$ cat config.mk
export PLATFORM = sky130hd
export DESIGN_NAME = hazard_arbiter_flat
export DESIGN_NICKNAME = d
export VERILOG_FILES = /design/src/rtl/hazard_arbiter_if.sv /design/src/rtl/hazard_arbiter.sv /design/src/flat_wrapper.sv
export SDC_FILE = /design/constraint.sdc
export NUM_CORES = 1
export LEC_CHECK = 0
export ABC_AREA = 1
export BUFFER_PORTS_ARGS = -buffer_cell sky130_fd_sc_hd__buf_4
export CORE_MARGIN = 5
export CORE_UTILIZATION = 38
export DETAILED_ROUTE_END_ITERATION = 10
export PLACE_DENSITY = 0.68
export SYNTH_ARGS = -nofsm -noshare
export SYNTH_HDL_FRONTEND = slang
export SYNTH_SLANG_ARGS = --single-unit
$ cat constraint.sdc
create_clock -name clk -period 3.5 [get_ports clk]
set_input_delay 0.35 -clock clk [delete_from_list [all_inputs] [get_ports clk]]
set_output_delay 0.35 -clock clk [all_outputs]
set_load 0.03 [all_outputs]
$ cat src/rtl/hazard_arbiter_if.sv
// Bundle of pipeline hazard requests and controls exchanged between the
// mips_core pipeline (master) and the hazard arbiter (slave).
interface hazard_arbiter_if #(
    parameter int STAGES       = 5,
    parameter int NUM_REDIRECT = 2,
    parameter int PC_W         = 32,
    parameter int CNT_W        = 16,
    parameter int SIDX_W       = $clog2(STAGES)
);
    logic [STAGES-1:0]              stage_stall_req;
    logic [STAGES-1:0]              stage_flush_req;
    logic [NUM_REDIRECT-1:0]        redir_valid;
    logic [NUM_REDIRECT*SIDX_W-1:0] redir_src;
    logic [NUM_REDIRECT*PC_W-1:0]   redir_target;
    logic                           load_pc_ready;
    logic                           cnt_clear;
    logic [STAGES-1:0]              hc_stall;
    logic [STAGES-1:0]              hc_flush;
    logic                           load_pc_we;
    logic [PC_W-1:0]                load_pc_new_pc;
    logic                           redirect_pending;
    logic [STAGES*CNT_W-1:0]        stall_cnt;
    logic [STAGES*CNT_W-1:0]        flush_cnt;
    logic                           wdog_trip;

    modport master (
        output stage_stall_req, stage_flush_req, redir_valid, redir_src, redir_target,
               load_pc_ready, cnt_clear,
        input  hc_stall, hc_flush, load_pc_we, load_pc_new_pc, redirect_pending,
               stall_cnt, flush_cnt, wdog_trip
    );

    modport slave (
        input  stage_stall_req, stage_flush_req, redir_valid, redir_src, redir_target,
               load_pc_ready, cnt_clear,
        output hc_stall, hc_flush, load_pc_we, load_pc_new_pc, redirect_pending,
               stall_cnt, flush_cnt, wdog_trip
    );
endinterface

$ cat src/rtl/hazard_arbiter.sv
// Pipeline hazard controller: stall/flush generation, oldest-first branch
// redirect arbitration with a pending-redirect holding register, event counters and a stall watchdog.
module hazard_arbiter #(
    parameter int STAGES       = 5,
    parameter int NUM_REDIRECT = 2,
    parameter int DELAY_SLOTS  = 1,
    parameter int PC_W         = 32,
    parameter int CNT_W        = 16,
    parameter int WDOG_LIMIT   = 1024,
    parameter int SIDX_W       = $clog2(STAGES)
) (
    input  logic             clk,
    input  logic             rst_n,
    hazard_arbiter_if.slave  bus
);
    localparam int WD_W = $clog2(WDOG_LIMIT + 1);
    localparam logic [CNT_W-1:0] CNT_MAX = {CNT_W{1'b1}};
    localparam logic [CNT_W-1:0] CNT_ONE = {{(CNT_W-1){1'b0}}, 1'b1};
    localparam logic [WD_W-1:0]  WD_LIM  = WD_W'(WDOG_LIMIT);
    localparam logic [WD_W-1:0]  WD_ONE  = {{(WD_W-1){1'b0}}, 1'b1};

    logic                    acc_s;
    int                      win_idx_s;
    int                      src_idx_s;
    int                      kill_hi_s;
    logic                    blk_s;
    logic                    any_s;
    logic [PC_W-1:0]         win_tgt_s;
    logic [STAGES-1:0]       kill_s;
    logic [STAGES-1:0]       req_eff_s;
    logic [STAGES-1:0]       stall_s;
    logic [STAGES-1:0]       flush_s;
    logic                    issue_ok_s;
    logic                    cand_valid_s;
    logic [PC_W-1:0]         cand_pc_s;
    logic                    pc_we_s;
    logic [PC_W-1:0]         pc_new_s;

    logic                    pend_valid_r;
    logic [PC_W-1:0]         pend_pc_r;
    logic [STAGES*CNT_W-1:0] stall_cnt_r;
    logic [STAGES*CNT_W-1:0] flush_cnt_r;
    logic [WD_W-1:0]         wdog_cnt_r;
    logic                    wdog_trip_r;

    function automatic logic [CNT_W-1:0] sat_inc(input logic [CNT_W-1:0] v, input logic en);
        return (en && (v != CNT_MAX)) ? v + CNT_ONE : v;
    endfunction

    // Redirect arbitration, kill range, stall propagation and PC load decision
    always_comb begin
        acc_s     = 1'b0;
        win_idx_s = 0;
        src_idx_s = 0;
        blk_s     = 1'b0;
        win_tgt_s = '0;
        for (int r = 0; r < NUM_REDIRECT; r++) begin
            src_idx_s = int'(bus.redir_src[r*SIDX_W +: SIDX_W]);
            blk_s     = 1'b0;
            for (int j = 0; j < STAGES; j++) begin
                blk_s = blk_s | (bus.stage_stall_req[j] && (j > src_idx_s));
            end
            // Strict compare keeps the lowest-numbered source on equal stage index
            if (bus.redir_valid[r] && !blk_s && (!acc_s || (src_idx_s > win_idx_s))) begin
                acc_s     = 1'b1;
                win_idx_s = src_idx_s;
                win_tgt_s = bus.redir_target[r*PC_W +: PC_W];
            end else begin
                acc_s     = acc_s;
            end
        end

        kill_hi_s = win_idx_s - DELAY_SLOTS;
        for (int j = 0; j < STAGES; j++) begin
            kill_s[j]    = acc_s && (j <= kill_hi_s);
            req_eff_s[j] = bus.stage_stall_req[j] & ~kill_s[j];
            flush_s[j]   = (j >= 1) && (kill_s[j] || bus.stage_flush_req[j]);
        end

        any_s = 1'b0;
        for (int i = STAGES - 1; i >= 0; i--) begin
            any_s      = any_s | req_eff_s[i];
            stall_s[i] = any_s;
        end

        issue_ok_s   = bus.load_pc_ready && (req_eff_s[STAGES-1:1] == '0);
        cand_valid_s = acc_s || pend_valid_r;
        cand_pc_s    = acc_s ? win_tgt_s : pend_pc_r;
        pc_we_s      = 1'b0;
        pc_new_s     = '0;
        if (cand_valid_s) begin
            if (issue_ok_s) begin
                pc_we_s    = 1'b1;
                pc_new_s   = cand_pc_s;
                stall_s[0] = 1'b0;
            end else begin
                // Hold the PC and bubble IF/ID so no wrong-path fetch slips in
                stall_s[0] = 1'b1;
                flush_s[1] = 1'b1;
            end
        end else begin
            pc_we_s  = 1'b0;
            pc_new_s = '0;
        end
    end

    // Pending redirect register; a fresh acceptance always replaces the held one
    always_ff @(posedge clk or negedge rst_n) begin
        if (!rst_n) begin
            pend_valid_r <= 1'b0;
            pend_pc_r    <= '0;
        end else if (cand_valid_s && !issue_ok_s) begin
            pend_valid_r <= 1'b1;
            pend_pc_r    <= cand_pc_s;
        end else if (cand_valid_s) begin
            pend_valid_r <= 1'b0;
            pend_pc_r    <= '0;
        end else begin
            pend_valid_r <= pend_valid_r;
            pend_pc_r    <= pend_pc_r;
        end
    end

    // Saturating per-register stall and effective-flush counters
    always_ff @(posedge clk or negedge rst_n) begin
        if (!rst_n) begin
            stall_cnt_r <= '0;
            flush_cnt_r <= '0;
        end else if (bus.cnt_clear) begin
            stall_cnt_r <= '0;
            flush_cnt_r <= '0;
        end else begin
            for (int i = 0; i < STAGES; i++) begin
                stall_cnt_r[i*CNT_W +: CNT_W] <= sat_inc(stall_cnt_r[i*CNT_W +: CNT_W], stall_s[i]);
                flush_cnt_r[i*CNT_W +: CNT_W] <= sat_inc(flush_cnt_r[i*CNT_W +: CNT_W],
                                                         flush_s[i] & ~stall_s[i]);
            end
        end
    end

    // Stall watchdog: consecutive cycles with any effective stall request
    always_ff @(posedge clk or negedge rst_n) begin
        if (!rst_n) begin
            wdog_cnt_r  <= '0;
            wdog_trip_r <= 1'b0;
        end else if (|req_eff_s) begin
            wdog_cnt_r  <= (wdog_cnt_r == WD_LIM) ? wdog_cnt_r : wdog_cnt_r + WD_ONE;
            wdog_trip_r <= wdog_trip_r | (wdog_cnt_r >= (WD_LIM - WD_ONE));
        end else begin
            wdog_cnt_r  <= '0;
            wdog_trip_r <= wdog_trip_r;
        end
    end

    assign bus.hc_stall         = stall_s;
    assign bus.hc_flush         = flush_s;
    assign bus.load_pc_we       = pc_we_s;
    assign bus.load_pc_new_pc   = pc_new_s;
    assign bus.redirect_pending = pend_valid_r;
    assign bus.stall_cnt        = stall_cnt_r;
    assign bus.flush_cnt        = flush_cnt_r;
    assign bus.wdog_trip        = wdog_trip_r;
endmodule

$ cat src/flat_wrapper.sv
// flat-port wrapper written by rule: the top's interface ports become plain ports
module hazard_arbiter_flat 
#(
    parameter int STAGES       = 5,
    parameter int NUM_REDIRECT = 2,
    parameter int DELAY_SLOTS  = 1,
    parameter int PC_W         = 32,
    parameter int CNT_W        = 16,
    parameter int WDOG_LIMIT   = 1024,
    parameter int SIDX_W       = $clog2(STAGES)
)
  (clk, rst_n, bus_stage_stall_req, bus_stage_flush_req, bus_redir_valid, bus_redir_src, bus_redir_target, bus_load_pc_ready, bus_cnt_clear, bus_hc_stall, bus_hc_flush, bus_load_pc_we, bus_load_pc_new_pc, bus_redirect_pending, bus_stall_cnt, bus_flush_cnt, bus_wdog_trip);
  hazard_arbiter_if #(.STAGES(STAGES), .NUM_REDIRECT(NUM_REDIRECT), .PC_W(PC_W), .CNT_W(CNT_W), .SIDX_W(SIDX_W)) bus_i ();
  input  logic clk;
  input  logic rst_n;
  input wire logic [$bits(bus_i.stage_stall_req)-1:0] bus_stage_stall_req;
  input wire logic [$bits(bus_i.stage_flush_req)-1:0] bus_stage_flush_req;
  input wire logic [$bits(bus_i.redir_valid)-1:0] bus_redir_valid;
  input wire logic [$bits(bus_i.redir_src)-1:0] bus_redir_src;
  input wire logic [$bits(bus_i.redir_target)-1:0] bus_redir_target;
  input wire logic [$bits(bus_i.load_pc_ready)-1:0] bus_load_pc_ready;
  input wire logic [$bits(bus_i.cnt_clear)-1:0] bus_cnt_clear;
  output wire logic [$bits(bus_i.hc_stall)-1:0] bus_hc_stall;
  output wire logic [$bits(bus_i.hc_flush)-1:0] bus_hc_flush;
  output wire logic [$bits(bus_i.load_pc_we)-1:0] bus_load_pc_we;
  output wire logic [$bits(bus_i.load_pc_new_pc)-1:0] bus_load_pc_new_pc;
  output wire logic [$bits(bus_i.redirect_pending)-1:0] bus_redirect_pending;
  output wire logic [$bits(bus_i.stall_cnt)-1:0] bus_stall_cnt;
  output wire logic [$bits(bus_i.flush_cnt)-1:0] bus_flush_cnt;
  output wire logic [$bits(bus_i.wdog_trip)-1:0] bus_wdog_trip;
  assign bus_i.stage_stall_req = bus_stage_stall_req;
  assign bus_i.stage_flush_req = bus_stage_flush_req;
  assign bus_i.redir_valid = bus_redir_valid;
  assign bus_i.redir_src = bus_redir_src;
  assign bus_i.redir_target = bus_redir_target;
  assign bus_i.load_pc_ready = bus_load_pc_ready;
  assign bus_i.cnt_clear = bus_cnt_clear;
  assign bus_hc_stall = bus_i.hc_stall;
  assign bus_hc_flush = bus_i.hc_flush;
  assign bus_load_pc_we = bus_i.load_pc_we;
  assign bus_load_pc_new_pc = bus_i.load_pc_new_pc;
  assign bus_redirect_pending = bus_i.redirect_pending;
  assign bus_stall_cnt = bus_i.stall_cnt;
  assign bus_flush_cnt = bus_i.flush_cnt;
  assign bus_wdog_trip = bus_i.wdog_trip;
  hazard_arbiter #(.STAGES(STAGES), .NUM_REDIRECT(NUM_REDIRECT), .DELAY_SLOTS(DELAY_SLOTS), .PC_W(PC_W), .CNT_W(CNT_W), .WDOG_LIMIT(WDOG_LIMIT), .SIDX_W(SIDX_W)) u_core (.clk(clk), .rst_n(rst_n), .bus(bus_i));
endmodule
==> Word level (Yosys, flattened, before mapping) <==
Cells that the tools add are included.
W data, S select, Z words.
{ "word_totals": {"ff_bits": 189, "output_inout_bits": 205, "wordCells": 160, "in_bits": 86} }
{ "op_classes": {"reduce_logical": 49, "n_lt_le_gt_ge": 15, "mux": 32, "n_eq_ne": 11, "n_bitwise": 29, "n_addsub": 11} }
{ "op_table": {"columns": ["cell", "count"], "rows": [
  ["$mux W32", 8],
  ["$mux W80", 2],
  ["$add A16 B1 Y16 const B", 9],
  ["$mux W16", 9],
  ["$ne A16 B16 Y1 const B", 9],
  ["$le A3 B32 Y1 const A", 2],
  ["$gt A4 B32 Y1", 1],
  ["$le A1 B32 Y1 const A", 1],
  ["$le A2 B32 Y1 const A", 1],
  ["$le A4 B32 Y1 const A", 1],
  ["$sub A32 B2 Y32 const B", 1],
  ["$logic_and A1 B1 Y1", 27],
  ["$mux W11", 2],
  ["$reduce_bool A2 Y1", 10],
  ["$gt A2 B3 Y1 const A", 4],
  ["$add A11 B1 Y11 const B", 1],
  ["$eq A11 B11 Y1 const B", 1],
  ["$ge A11 B10 Y1 const B", 1],
  ["$or A1 B1 Y1", 11],
  ["$mux W1", 10],
  ["$and A1 B1 Y1", 9],
  ["$not A1 Y1", 9],
  ["$gt A1 B3 Y1 const A", 2],
  ["$gt A3 B3 Y1 const A", 2],
  ["other kinds (6)", 14]
]} }

==> Depth between registers and ports, before layout <==
Gate-level depths: netlist (run 1).
{ "depth": {"ltp_word": 25, "ltp_mapped": 33, "ltp_nobuf": 33} }

==> Worst setup path before layout (run 1) <==
Ideal clock, no wire load.
{ "synth_timing": {"path_type": "input to output", "start": "in bus_redir_src[2]", "end": "out bus_hc_stall[0]", "n_path_buf": 0, "arrival_ps": 3650, "setup_slack_ps": -500, "path_stages": 27, "cell_sequence": "inv_1 nand2_1 nand2_1 nor2_2 nand2_1 inv_2 nand2_1 ha_1 nand3_1 nand2_1 nand2_1 nand3_2 nand3_2 nand2_2 nand2_2 inv_2 nor2_1 ha_1 nor2_1 nand2_1 nand3b_1 nand3_2 nand2_4 inv_4 nand2_4 nor2_1 o21ai_0"} }
{ "synth_via": {"elab_chain_len": 22} }
{ "synth_lines": {"columns": ["item", "line_no", "rtl"], "rows": [
  ["start: declaration", "flat_wrapper.sv:19", "input wire logic [$bits(bus_i.redir_src)-1:0] bus_redir_src;"],
  ["$gt A1 B3 Y1 or $gt A2 B3 Y1 (tied branches)", "hazard_arbiter.sv:61", "blk_s = blk_s | (bus.stage_stall_req[j] && (j > src_idx_s));"],
  ["$logic_and A1 B1 Y1", "hazard_arbiter.sv:61", null],
  ["$or A1 B1 Y1 (3 in a row)", "hazard_arbiter.sv:61", null],
  ["$logic_not A1 Y1", "hazard_arbiter.sv:64", "if (bus.redir_valid[r] && !blk_s && (!acc_s || (src_idx_s > win_idx_s))) begin"],
  ["$logic_and A1 B1 Y1", "hazard_arbiter.sv:64", null],
  ["$mux W3 or $mux W1 (tied branches)", "hazard_arbiter.sv:64", null],
  ["$gt A4 B32 Y1 or $logic_not A1 Y1 (tied branches)", "hazard_arbiter.sv:64", null],
  ["$logic_or A1 B1 Y1", "hazard_arbiter.sv:64", null],
  ["(+5 left out)", null, null],
  ["$not A1 Y1", "hazard_arbiter.sv:76", "req_eff_s[j] = bus.stage_stall_req[j] & ~kill_s[j];"],
  ["$and A1 B1 Y1", "hazard_arbiter.sv:76", null],
  ["$or A1 B1 Y1 *", "hazard_arbiter.sv:82", "any_s = any_s | req_eff_s[i];"],
  ["named net bus_hc_stall[3]", "flat_wrapper.sv:23", "output wire logic [$bits(bus_i.hc_stall)-1:0] bus_hc_stall;"],
  ["$or A1 B1 Y1 * (2 in a row)", "hazard_arbiter.sv:82", null],
  ["named net bus_hc_stall[1]", "flat_wrapper.sv:23", null],
  ["$or A1 B1 Y1 *", "hazard_arbiter.sv:82", null],
  ["$mux W1 *", "hazard_arbiter.sv:91", "if (cand_valid_s) begin"],
  ["end: declaration", "flat_wrapper.sv:23", null]
]} }
Mark *: on every way through the listed nets, which the timed path passes. The rest lies on a longest branch.

==> Worst setup path in the final report (run 1) <==
{ "layout_timing": {"start": "in bus_stage_stall_req[4]", "end": "out bus_load_pc_new_pc[29]"} }
{ "layout_via": {"elab_chain_len": 18} }
{ "layout_lines": {"columns": ["item", "line_no", "rtl"], "rows": [
  ["start: declaration", "flat_wrapper.sv:16", "input wire logic [$bits(bus_i.stage_stall_req)-1:0] bus_stage_stall_req;"],
  ["$logic_and A1 B1 Y1", "hazard_arbiter.sv:61", null],
  ["$or A1 B1 Y1", "hazard_arbiter.sv:61", null],
  ["$logic_not A1 Y1", "hazard_arbiter.sv:64", null],
  ["$logic_and A1 B1 Y1", "hazard_arbiter.sv:64", null],
  ["$mux W3 or $mux W1 (tied branches)", "hazard_arbiter.sv:64", null],
  ["$gt A4 B32 Y1 or $logic_not A1 Y1 (tied branches)", "hazard_arbiter.sv:64", null],
  ["$logic_or A1 B1 Y1", "hazard_arbiter.sv:64", null],
  ["$logic_and A1 B1 Y1", "hazard_arbiter.sv:64", null],
  ["(+2 left out)", null, null],
  ["$le A2 B32 Y1, or another cell as far along", "hazard_arbiter.sv:75", "kill_s[j] = acc_s && (j <= kill_hi_s);"],
  ["$logic_and A1 B1 Y1", "hazard_arbiter.sv:75", null],
  ["$not A1 Y1", "hazard_arbiter.sv:76", null],
  ["$and A1 B1 Y1", "hazard_arbiter.sv:76", null],
  ["$logic_not A4 Y1", "hazard_arbiter.sv:86", "issue_ok_s = bus.load_pc_ready && (req_eff_s[STAGES-1:1] == '0);"],
  ["$logic_and A1 B1 Y1", "hazard_arbiter.sv:86", null],
  ["$mux W32", "hazard_arbiter.sv:92", "if (issue_ok_s) begin"],
  ["$mux W32 *", "hazard_arbiter.sv:91", null],
  ["end: declaration", "flat_wrapper.sv:26", "output wire logic [$bits(bus_i.load_pc_new_pc)-1:0] bus_load_pc_new_pc;"]
]} }
Mark *: on every way between the ends. The rest lies on a longest branch, timed or not.

==> flow_summary.toml, run 1 <==
[status]
status = "finished, violations left"
failed_checks = "negative setup slack"

[die]
start_util = 0.385
dieArea_um2 = 34700
rows = 64
fp.coreArea_um2 = 30700
io_pins = 291
die_w_um = 186
die_h_um = 186

[final_layout]
fin_nets = 2051
syn_to_final_growth_pct = 37.7
fin_util = 0.530
nFillCells = 2910
layout-drive-gt1-share = 0.266
antenna_cells = 0
design_area_um2 = 16300

[run]
cap_violations = 0

[yosys]
synth_edf_count = 0
ys_ff_latch = 189
ys_seq_area_frac = 0.400
synth_common_cells = "nand2_1 (326), nand3_1 (190), dfrtp_1 (189)"
async_flop_share = 1.00
synth_area_per_cell_um2 = 7.30
synth_area_leaders = "dfrtp_1 (40%), nand2_1 (10%), nand3_1 (8.1%)"
yosysUniqueCellTypes = 42
synth_top_area_share = 0.400
synthFlopType = "dfrtp_1"
yosysMostFrequentCell = "nand2_1"
yosys_warnings = 0
synth.largest_area_cell = "dfrtp_1"
mappedNetlistArea_um2 = 11800
synth_cells = 1618

[clock_network]
insertion_delay_ns = 0.44
clk_pin_slew_ns = 0.08
clockBufferDepth = 2
cts.sinks = 189
clockRootBuffer = "clkbuf_16"
cts_made_buffers = 17
cts_tree = "built"
htreeDepth = 4

[timing]
rsz0062_at_grt = "true"
setup_viol = 41
report.final.slew_viol_count = 0
fin_crit_ns = 3.88
post-route-period-util = 1.11
max_freq_mhz = 258
tightest_slew_ns = 0.766
setup_ws_ns = -0.378
hold_viol = 0
clock_skew_ns = 0.0122
relSlewSlack = 0.489

[global_route]
antenna_found_initial = 0
grt_first_pass_wirelength_um = 61200
grt_usage = 0.210
grt_max_degree = 85
overflow = 0
first_global_vias = 11800

[detailed_routing]
initialDrtViolationCount = 519
viasPerCell = 5.13
drc = 0
drt_pass1_iterations = 5
ant_nets = 0
wl_per_cell_um = 16.1
via_count = 12100
routed_wl_um = 37900

[placement]
postPlaceCellArea_um2 = 15000
place_ws_ns = -0.379
place.gp.congestion = 0.922
port_buffers = 272
hpwl_um = 27500

[critical_path]
critPathRequiredTime_ns = 3.15
critPathKind = "input pin to primary output"
cp_max_fo = 8
cp-start-kind = "input pin"
r2r_slack_ns = 1.07
endpoint_kind = "primary output"
worst_ep_arrival_time_ns = 3.53

[hold_path]
hp-class = "input pin to register"

[power_and_ir_drop]
power_density_nw_per_um2 = 363
ir_drop_mv = 0.257
leakage_nw = 7.34
==> final timing paths <==
path                                           from  depth (start not counted)                  endpoint
max                          bus_stage_stall_req[4]                         28    bus_load_pc_new_pc[29]
min                                   bus_cnt_clear                          4  u_core.bus.stall_cnt[18]
max reg2reg                u_core.bus.flush_cnt[65]                         13  u_core.bus.flush_cnt[78]
min reg2reg                     u_core.pend_pc_r[8]                          2       u_core.pend_pc_r[8]
max in group asynchronous                     rst_n                          3  u_core.bus.stall_cnt[36]
min in group asynchronous                     rst_n                          2      u_core.pend_pc_r[15]
==> what timing repair did <==
| action | in CTS | in global routing |
|---|---|---|
| endpoints found under the setup margin | 40 | 217 |
| hold buffers | 1 | 0 |
| hold endpoints to repair | 55 | 0 |
| gates resized for setup | 42 | 76 |
| setup buffers | 19 | 10 |
| pin swaps | 3 | 13 |
| gates cloned | 1 | 3 |
==> area by class of cell <==
class / count / area [µm²] / area share
well taps: 396 / 495 / 0.0305
repair buffers: 372 / 3170 / 0.195
repair inverters: 1 / 5.00 / 0.000308
clock buffers: 19 / 453 / 0.0278
flip-flops and latches: 189 / 4730 / 0.291
multi-input cells: 1192 / 6580 / 0.404
inverters: 177 / 693 / 0.0426
clock inverters: 13 / 138 / 0.00846
==> through the flow <==
step	hold WS (ns)	TNS (ns)	total power [mW]	cells
floorplan	0.0544	-7.31	3.30	1634
global placement	0.433	-26.29	3.78	2301
detailed placement	0.436	-48.91	3.80	2301
CTS	0.349	-14.50	5.90	2353
global route	0.395	-23.02	6.21	2359
finish	0.367	-10.94	5.90	2359
==> report_power, final <==
part	internal, mW	leakage [nW]	total [mW]	switching (mW)
registers	2.34	2.56	2.45	0.108
clock network	1.10	0.298	2.00	0.906
logic	0.542	4.49	1.44	0.901
==> critical path, stage by stage <==
cell	delay [ns]
buf_6	0.09
nand2_1	0.05
nand2_1	0.05
nor2_2	0.15
nand2_2	0.10
inv_4	0.10
nand2_4	0.06
ha_4	0.29
nand3_2	0.06
nand2_2	0.07
nand2_2	0.06
nand3_4	0.09
nand4_1	0.15
nand2_4	0.11
inv_2	0.04
nor2_2	0.07
ha_1	0.24
nor2_1	0.10
nand2_1	0.06
nand3b_1	0.24
nand3_4	0.11
nand2_4	0.07
inv_6	0.08
nand4_4	0.12
clkbuf_16	0.20
buf_12	0.15
nor2_4	0.10
buf_6	0.13
==> state kept, by name, indices dropped and copies added (netlist names) <==
register                     count
u_core.wdog_cnt_r               11
u_core.bus.wdog_trip             1
u_core.bus.redirect_pending      1
u_core.pend_pc_r                32
u_core.bus.stall_cnt            80
u_core.bus.flush_cnt            64
==> logic make-up after synthesis <==
family,Yosys count,share of synthesized area
simple gates,880,0.342
buf+inv,254,0.0893
compound gates,202,0.0952
flops,189,0.400
xor+xnor,77,0.0571
fa+ha+maj,15,0.0159
other cells,1,0.000317
==> metal layers <==
| layer | up-vias | routed length (µm) | track usage |
|---|---|---|---|
| met5 | - | 0 | 0 |
| met4 | 0 | 895 | 0.0678 |
| met3 | 44 | 2930 | 0.0643 |
| met2 | 400 | 17700 | 0.340 |
| met1 | 5618 | 16400 | 0.270 |
| li1 | 6030 | - | - |
==> cell usage in the layout, fill, tap and decap left out, types with 32 or more instances in the layout <==
master and n:
o21ai_1 38, dfrtp_1 189, o21ai_0 97, nor2_4 32
o31ai_1 32, nand2_1 310, nand4_1 60, xor2_1 66
buf_6 52, nor3_1 65, buf_4 304, nor2_1 139
nand3_1 186, inv_1 157
Power figures use the tool's default switching activity.
==> run 2: changes to the inputs <==
- ABC_AREA: 1 -> unset
- PLACE_DENSITY: 0.68 -> 0.69
- SLEW_MARGIN: unset -> 20
==> flow_summary.toml, run 2 <==
[critical_path]
cp_top_family = "compound AO/OA/AOI/OAI gates"
worstPathCellList = "buf_12, inv_6, a221oi_4, inv_2, ha_4, nor2b_4, o21a_1, o21ai_4, a21o_1, or3_4, a21boi_4, ha_4, nor4_4, a21oi_1, a211o_1, o2111ai_2, o2111a_2, inv_8, or3_4, buf_16, nor2_4, buf_6"
crit_buf_inv = 6
cp-start-kind = "input pin"
worst_ep_arrival_time_ns = 4.32
cp_num_cells = 22
cp_max_fo = 7
slowest_delay_ns = 0.45
reg2regPathDepth = 9
cpMaxStageDelayCell = "or3_4"
critPathKind = "input pin to primary output"
critPathRequiredTime_ns = 3.15
endpoint_kind = "primary output"

[timing]
report.final.slew_viol_count = 0
post-route-period-util = 1.34
rsz0062_at_grt = "true"
setup_ws_ns = -1.17
clock_skew_ns = 0.0180
hold_viol = 0
relSlewSlack = 0.0543
tightest_slew_ns = 1.42
max_freq_mhz = 214
whs_ns = 0.0151
fin_crit_ns = 4.67
setup_viol = 230

[clock_network]
cts_hold_buf = 0
clk_pin_slew_ns = 0.08
cts.sinks = 189
cts_made_buffers = 17
clockBufferDepth = 2
htreeDepth = 4
insertion_delay_ns = 0.44
cts_tree = "built"
clockRootBuffer = "clkbuf_16"

[detailed_routing]
wl_per_cell_um = 18.2
ant_nets = 0
drt_pass1_iterations = 5
initialDrtViolationCount = 620
via_count = 10500
drc = 0
routed_wl_um = 36100
viasPerCell = 5.28

[global_route]
grt_usage = 0.210
antenna_found_initial = 0
first_global_vias = 10200
grt_first_pass_wirelength_um = 53900
grt_max_degree = 100
overflow = 0

[final_layout]
final_common_cell = "buf_4"
layout-drive-gt1-share = 0.430
fin_util = 0.616
nFillCells = 2166
antenna_cells = 0
layout_common_cells = "buf_4 (318), dfrtp_1 (189), nor2_1 (138)"
largest_reg_flops = 80
fin_nets = 1699
syn_to_final_growth_pct = 60.4

[yosys]
synth_area_per_cell_um2 = 8.76
synth.largest_area_cell = "dfrtp_1"
yosys_warnings = 0
ys_seq_area_frac = 0.445
async_flop_share = 1.00
synth_cells = 1214
synth_area_leaders = "dfrtp_1 (44%), nor2_1 (6.6%), xor2_1 (5.5%)"
yosysUniqueCellTypes = 64
ys_ff_latch = 189
synth_top_area_share = 0.445
synth_common_cells = "dfrtp_1 (189), nor2_1 (188), nand2_1 (124)"
yosysMostFrequentCell = "dfrtp_1"
synthFlopType = "dfrtp_1"
mappedNetlistArea_um2 = 10600
synth_edf_count = 0

[die]
die_w_um = 177
die_h_um = 177
fp.coreArea_um2 = 27700
rows = 61
io_pins = 291
dieArea_um2 = 31400
start_util = 0.384

[power_and_ir_drop]
leakage_nw = 7.81
power.total_mw = 6.28
ir_drop_mv = 0.252
power_density_nw_per_um2 = 368

[placement]
port_buffers = 272
hpwl_um = 23200
place.gp.congestion = 0.867

[hold_path]
hp-class = "input pin to async pin"

[run]
cap_violations = 0

[status]
failed_checks = "negative setup slack"
status = "finished, violations left"
[run 2: layout make-up]
type                            instances  area [µm²]  share of cell area
Clock buffer                           18         439              0.0257
Clock inverter                         14         156             0.00917
Inverter                               20         105             0.00616
Multi-Input combinational cell        935        7070               0.414
Sequential cell                       189        4730               0.277
Tap cell                              378         473              0.0277
Timing Repair Buffer                  435        4100               0.240
[run 2: worst paths after layout]
path / from / endpoint / slack [ns]
hold reg to reg: u_core.bus.wdog_trip / u_core.bus.wdog_trip / 0.48
setup / recovery: bus_redir_src[2] / bus_load_pc_new_pc[0] / -1.17
hold / removal: rst_n / u_core.bus.flush_cnt[24] / 0.02
setup reg to reg: u_core.bus.stall_cnt[20] / u_core.bus.stall_cnt[20] / 0.20
min in group clk: bus_redir_target[58] / u_core.pend_pc_r[26] / 0.26
max in group asynchronous: rst_n / u_core.bus.flush_cnt[37] / 2.70
[run 2: kinds of logic (layout without fill, tap and decap cells)]
kind of cell | after synthesis | after routing | share of synthesized area
adders and majority gates | 15 | 15 | 0.0176
and+or+nand+nor | 620 | 620 | 0.283
xor gates and xnor gates | 112 | 112 | 0.0922
buffers and inverters | 107 | 487 | 0.0476
DFF | 189 | 189 | 0.445
other | 1 | 17 | 0.000353
AOI/OAI and AO/OA | 149 | 150 | 0.0928
muxes | 21 | 21 | 0.0214
[run 2: per-layer routing]
layer | part of all wire | GRT usage | vias to the layer above | wire (µm)
met4 | 0.023 | 0.0609 | 0 | 832
li1 | - | - | 4961 | -
met2 | 0.50 | 0.352 | 347 | 17900
met3 | 0.069 | 0.0522 | 63 | 2490
met1 | 0.41 | 0.271 | 5128 | 14900
met5 | 0 | 0 | - | 0
[run 2: what timing repair did]
item | in CTS | in global routing
endpoints found under the setup margin | 230 | 230
gates resized for setup | 160 | 219
pin swaps | 50 | 123
buffers inserted | 54 | 46
gates cloned | 6 | 7
[run 2: stage by stage]
stage / setup TNS (ns) / cell area (µm²) / instances / worst slack, ns
global placement: -206.67 / 13900 / 1870 / -1.26
finish: -127.44 / 17100 / 1989 / -1.17
detailed placement: -233.46 / 13900 / 1870 / -1.39
CTS: -91.40 / 15700 / 1950 / -1.06
global route: -166.37 / 17100 / 1989 / -1.35
floorplan: -242.43 / 11300 / 1230 / -1.50
[run 2: worst reg2reg max path: cells and delay by family (launching register included)]
kind,cells,cell delay [ns]
and+or+nand+nor,8,2.51
xor gates and xnor gates,1,0.23
DFF,1,0.44
[run 2: power breakdown]
group	leakage [nW]	switching [mW]	internal [mW]
combinational	4.95	0.985	0.852
sequential	2.57	0.124	2.32
clock	0.288	0.961	1.03
total	7.81	2.07	4.21
